==> src/rtl/alu_mem_seq_pkg.sv <==
// Shared types and constants for the load/operate/store sequencer.
// The control-bit indices follow the {zx,nx,zy,ny,f,no} ALU control word.
package alu_mem_seq_pkg;

  localparam int unsigned DataW = 16;
  localparam int unsigned AddrW = 4;
  localparam int unsigned CtrlW = 6;

  localparam int unsigned CtrlZx = 5;
  localparam int unsigned CtrlNx = 4;
  localparam int unsigned CtrlZy = 3;
  localparam int unsigned CtrlNy = 2;
  localparam int unsigned CtrlF  = 1;
  localparam int unsigned CtrlNo = 0;

  typedef enum logic [2:0] {
    StIdle = 3'd0,
    StRdA  = 3'd1,
    StRdB  = 3'd2,
    StExec = 3'd3,
    StWr   = 3'd4,
    StDone = 3'd5
  } seq_state_e;

  typedef struct packed {
    logic [AddrW-1:0] src_a;
    logic [AddrW-1:0] src_b;
    logic [AddrW-1:0] dst;
  } seq_addr_t;

endpackage

==> src/rtl/alu_mem_seq.sv <==
// Bus master for a 16-word RAM and an external ALU: reads two operands,
// runs them through the ALU, writes the result back and reports it.
module alu_mem_seq
  import alu_mem_seq_pkg::*;
(
  input  logic             clk,
  input  logic             rst,
  input  logic             cmd_valid,
  output logic             cmd_ready,
  input  logic [AddrW-1:0] cmd_src_a,
  input  logic [AddrW-1:0] cmd_src_b,
  input  logic [AddrW-1:0] cmd_dst,
  input  logic [CtrlW-1:0] cmd_ctrl,
  output logic [AddrW-1:0] ram_addr,
  output logic [DataW-1:0] ram_din,
  output logic             ram_rw,
  input  logic [DataW-1:0] ram_dout,
  output logic [DataW-1:0] alu_x,
  output logic [DataW-1:0] alu_y,
  output logic [CtrlW-1:0] alu_ctrl,
  input  logic [DataW-1:0] alu_out,
  input  logic             alu_zr,
  input  logic             alu_ng,
  output logic             done,
  output logic [DataW-1:0] result,
  output logic             res_zr,
  output logic             res_ng
);

  seq_state_e       state_q, state_d;
  seq_addr_t        addr_q;
  logic [DataW-1:0] alu_x_q, alu_y_q, result_q;
  logic [CtrlW-1:0] alu_ctrl_q;
  logic             res_zr_q, res_ng_q;

  always_ff @(posedge clk or posedge rst) begin
    if (rst) begin
      state_q    <= StIdle;
      addr_q     <= '0;
      alu_x_q    <= '0;
      alu_y_q    <= '0;
      alu_ctrl_q <= '0;
      result_q   <= '0;
      res_zr_q   <= 1'b0;
      res_ng_q   <= 1'b0;
    end else begin
      state_q <= state_d;
      if (state_q == StIdle && cmd_valid) begin
        addr_q     <= '{src_a: cmd_src_a, src_b: cmd_src_b, dst: cmd_dst};
        alu_ctrl_q <= cmd_ctrl;
      end
      // RAM read data lags its address by one cycle.
      if (state_q == StRdB) alu_x_q <= ram_dout;
      if (state_q == StExec) alu_y_q <= ram_dout;
      if (state_q == StWr) begin
        result_q <= alu_out;
        res_zr_q <= alu_zr;
        res_ng_q <= alu_ng;
      end
    end
  end

  always_comb begin
    state_d   = state_q;
    cmd_ready = 1'b0;
    ram_addr  = '0;
    ram_din   = '0;
    ram_rw    = 1'b0;
    done      = 1'b0;
    unique case (state_q)
      StIdle: begin
        cmd_ready = 1'b1;
        if (cmd_valid) state_d = StRdA;
      end
      StRdA: begin
        ram_addr = addr_q.src_a;
        state_d  = StRdB;
      end
      StRdB: begin
        ram_addr = addr_q.src_b;
        state_d  = StExec;
      end
      StExec: state_d = StWr;
      StWr: begin
        ram_addr = addr_q.dst;
        ram_din  = alu_out;
        ram_rw   = 1'b1;
        state_d  = StDone;
      end
      StDone: begin
        done    = 1'b1;
        state_d = StIdle;
      end
      default: state_d = StIdle;
    endcase
  end

  assign alu_x    = alu_x_q;
  assign alu_y    = alu_y_q;
  assign alu_ctrl = alu_ctrl_q;
  assign result   = result_q;
  assign res_zr   = res_zr_q;
  assign res_ng   = res_ng_q;

endmodule
==> config.mk <==
export PLATFORM = sky130hd
export DESIGN_NAME = alu_mem_seq
export DESIGN_NICKNAME = d
export VERILOG_FILES = /design/src/rtl/alu_mem_seq_pkg.sv /design/src/rtl/alu_mem_seq.sv
export SDC_FILE = /design/constraint.sdc
export NUM_CORES = 1
export LEC_CHECK = 0
export BUFFER_PORTS_ARGS = -buffer_cell sky130_fd_sc_hd__buf_2
export CORE_ASPECT_RATIO = 0.5
export CORE_MARGIN = 4
export CORE_UTILIZATION = 33
export DETAILED_ROUTE_END_ITERATION = 7
export PLACE_DENSITY_LB_ADDON = 0.25
export SYNTH_ARGS = -nofsm -noshare
export SYNTH_HDL_FRONTEND = slang
export SYNTH_SLANG_ARGS = --single-unit
==> constraint.sdc <==
create_clock -name clk -period 5.23 [get_ports clk]
set_input_delay 0.2615 -clock clk [delete_from_list [all_inputs] [get_ports clk]]
set_output_delay 0.2615 -clock clk [all_outputs]
set_load 0.01 [all_outputs]
* Word-level counts from Yosys, hierarchy flattened
Cells that the tools add are included.
** Storage, ports and cells
- Bits in registers :: 71
- Output and inout bits :: 79
- Word-level logic and storage cells :: 25
** Cells by class
- Equality and inequality tests :: 6
- Multiplexer cells :: 7
- Reductions and logical operators :: 2
** Operators by type and width (number)
- two-way mux 16 bit :: 1
- one-hot mux 3 bit (5 select lines) :: 1
- one-hot mux 4 bit (3 select lines) :: 1
- equality test 3 x 2 -> 1 bit, second input constant :: 2
- equality test 3 bit, second input constant :: 2
- equality test 3 x 1 -> 1 bit, second input constant :: 1
- zero test 3 bit :: 1
- two-way mux 1 bit :: 3
- two-way mux 3 bit :: 1
- inequality test 2 bit, second input constant :: 1
- logical AND 1 bit :: 1

* Depth between registers and ports, before layout
- Depth in word-level cells :: 2
- Mapped depth :: 4
- Mapped depth without buffers :: 2

* Worst setup path before layout
OpenSTA, ideal clock, no wires.
- Path type :: register to register
- Start point :: register state_q[1]
- End point :: register addr_q[0] (netlist bit)
- Setup time :: 125 ps
- Arrival time :: 1520 ps
- Data required time :: 5105 ps
- Path slack :: 3585 ps
- Cell stages (with the launch flop) :: 5
- Buffers on the path :: 2
- Clock period less this slack :: 1645 ps
- Cell sequence :: dfrtp_1 -> buf_6 -> nor4b_4 -> buf_6 -> mux2_2
** Between the ends
- Word-level cells in the longest chain between the ends :: 2
** RTL lines
- from (decl) :: RTL line alu_mem_seq.sv:30 : seq_state_e state_q, state_d;
- from (signal assigned) :: RTL line alu_mem_seq.sv:38 : state_q <= StIdle;
- from (signal assigned) :: RTL line alu_mem_seq.sv:47 : state_q <= state_d;
- zero test 3 bit :: RTL line alu_mem_seq.sv:48 : if (state_q == StIdle && cmd_valid) begin
- logical AND 1 bit :: RTL line alu_mem_seq.sv:48
- to (signal assigned) :: RTL line alu_mem_seq.sv:49 : addr_q <= '{src_a: cmd_src_a, src_b: cmd_src_b, dst: cmd_dst};
- to (decl) :: RTL line alu_mem_seq.sv:31 : seq_addr_t addr_q;
Every way passes these cells.
A chain may end at the register's enable or synchronous reset.

* Final worst setup path
- Start point :: register state_q[1]
- End point :: register addr_q[2] (netlist bit)
Same word-level chain as after synthesis.

==> flow_metrics.py <==
metrics = {
    "floorplan": {
        "initial_core_util": 0.338,
        "rows": 24,
        "ios": 134,
        "die_h_um": 74.8,
        "fp.coreArea_um2": 8710,
        "die_x_um": 142,
        "die-area_um2": 10600,
    },
    "pwr": {
        "seq_power_share": 0.395,
        "switching_power_mw": 0.826,
        "internal_power_mw": 1.73,
        "irDropWorstVdd_mv": 0.244,
        "p_per_area_nw_per_um2": 641,
        "p_clk_frac": 0.221,
        "p_leak_nw": 1.96,
        "pwr-share-comb": 0.384,
        "power_mw": 2.56,
        "switching_share": 0.323,
    },
    "synthesis": {
        "yosysWarnings": 0,
        "synth_edf_count": 0,
        "synthDistinctLibCells": 20,
        "yosysSeqAreaShare": 0.603,
        "syn_nets": 247,
        "ys_ff_latch": 71,
        "syn_area_um2": 2950,
        "async_flop_share": 1.00,
        "ys.flop_type": "dfrtp_1",
        "yosys.area.top_type": "dfrtp_1",
        "synth.area.top_cells": "dfrtp_1, mux2_2, and2_1",
        "synth_area_per_cell_um2": 15.3,
        "syn_inst": 192,
        "synth.top_cell.area_share": 0.603,
    },
    "critical_path": {
        "cpPeakStageDelay_ps": 1070,
        "cpMaxStageDelayCell": "nor4b_4",
        "crit_fanout": 18,
        "crit_arrival_ps": 2410,
        "worst_setup_path_start_kind": "flop",
        "startpoint": "state_q[1]$_DFFE_PP0P_",
        "reg2reg_slack_ps": 3020,
        "required_ps": 5430,
        "critPathCaptureType": "flop",
        "cp_cell_sequence": "nor4b_4 > mux2_2",
        "rr_startpoint": "state_q[1]$_DFFE_PP0P_",
        "crit_type": "reg2reg",
    },
    "final_layout": {
        "insertedDiodeCount": 0,
        "final_common_cell": "buf_2",
        "utilization": 0.458,
        "drive_gt1_frac": 0.675,
        "nets": 383,
        "area.growth.synth_to_final_pct": 35.6,
        "final_cell_mix": "buf_2, dfrtp_1, mux2_2",
    },
    "clock_tree": {
        "cts-buffers-inserted": 9,
        "cts_setup_buffers": 0,
        "hold_buffers": 0,
        "ctsResizeCount": 0,
        "root_buffer": "clkbuf_16",
        "clock_path_buffers": 2,
        "cts.sinks": 71,
        "clkTransAtPathRegs_ps": 50,
        "cts_tree": "done",
        "cts_max_level": 3,
        "clkLatencyLatePin_ps": 320,
    },
    "sta": {
        "layout_setup_ws_ps": 3020,
        "finClkSkew_ps": 4.69,
        "period_share": 0.423,
        "fmax_mhz": 452,
        "final-max-slew-violation-count": 0,
        "setup_violations": 0,
        "setup_tns_ps": 0,
        "rsz0062_at_grt": "no",
        "max-slew-margin-rel": 0.236,
        "whs_ps": 170,
        "hold_violations": 0,
        "worst_pin_slew_ps": 1140,
        "period_needed_ps": 2210,
    },
    "placement": {
        "globalplace.congestion": 0.785,
        "place_ws_ps": 2970,
        "port_buffers": 133,
        "dp_hpwl_mm": 4.63,
    },
    "global_routing": {
        "antenna_found_initial": 0,
        "grt_pass1_vias": 2080,
        "track_usage": 0.118,
        "grt_pass1_wl_mm": 9.70,
        "grt_max_degree": 72,
        "overflow": 0,
    },
    "detailed_routing": {
        "drt_iter0_markers": 66,
        "drtAntennaViolNets": 0,
        "drt_wl_total_mm": 6.37,
        "drt-vias-per-instance": 4.46,
        "wl_per_cell_um": 14.2,
        "drt_pass1_iterations": 4,
        "vias": 2002,
        "drcViolationCount": 0,
    },
    "status": {
        "status": "finished, final reports clean",
    },
    "job": {
        "drv_cap": 0,
    },
    "min_path": {
        "hold_start": "cmd_src_b[0]",
        "worstHoldPathType": "in2reg",
    },
}
## cells by family after synthesis
logic type	synth area share
simple gates	0.0905
mux	0.260
xor+xnor	0.00297
flops	0.603
buf+inv	0.0272
compound gates	0.0161
## power groups by stage
stage / sequential (mW) / combinational [mW] / clock, mW
after floorplan: 1.08 / 0.570 / 0
after global placement: 1.01 / 0.981 / 0
after detailed placement: 1.02 / 1.01 / 0
after CTS: 1.02 / 1.01 / 0.588
after global routing: 1.05 / 1.07 / 0.610
final: 1.01 / 0.984 / 0.565
## synth_stat cells, types with 2 or more instances
master    number
a221o_1        4
and2_1        20
buf_2          4
buf_4          2
buf_6          3
clkbuf_1       2
dfrtp_1       71
mux2_2        68
nor2_1         3
nor3_1         2
nor4bb_1       4
## metrics by stage
step,cells,cell area [um^2]
floorplan,192,2950
global placement,434,3710
detailed placement,434,3710
CTS,449,3990
global route,449,3990
finish,449,3990
## critical path, delay by kind of cell (launching register included)
family        cells  cell delay, ps
mux               1             430
simple gates      1            1070
flops             1             580
## sequential cells by signal, indices dropped and copies added, names as in the netlist
register	cells
res_ng	1
res_zr	1
addr_q	12
state_q	3
result	16
alu_x	16
alu_ctrl	6
alu_y	16
## layer usage
| layer | part of all wire | up-vias | track usage |
|---|---|---|---|
| met5 | 0 | - | 0 |
| met4 | 0.0075 | 0 | 0.0351 |
| met3 | 0.074 | 5 | 0.0508 |
| met2 | 0.54 | 68 | 0.224 |
| met1 | 0.38 | 979 | 0.121 |
| li1 | - | 950 | - |
## area by class of cell
| cell class | instances | area [um^2] |
|---|---|---|
| Clock buffer | 12 | 267 |
| Inverter | 1 | 3.75 |
| Tap cell | 117 | 146 |
| Clock inverter | 3 | 17.5 |
| Sequential cell | 71 | 1780 |
| Fill cell | 790 | 4720 |
| Timing Repair Buffer | 136 | 688 |
| Multi-Input combinational cell | 109 | 1090 |
## final timing paths
path | depth (start not counted) | endpoint
hold reg to reg | 1 | alu_y[7]$_DFFE_PP0N_
setup / recovery | 2 | addr_q[2]$_DFFE_PP0P_
max in group asynchronous | 3 | alu_ctrl[0]$_DFFE_PP0P_
hold / removal | 2 | addr_q[4]$_DFFE_PP0P_
min in group asynchronous | 3 | result[0]$_DFFE_PP0N_
setup reg to reg | 2 | addr_q[2]$_DFFE_PP0P_
Note: power is estimated with default switching activity, not from simulation.
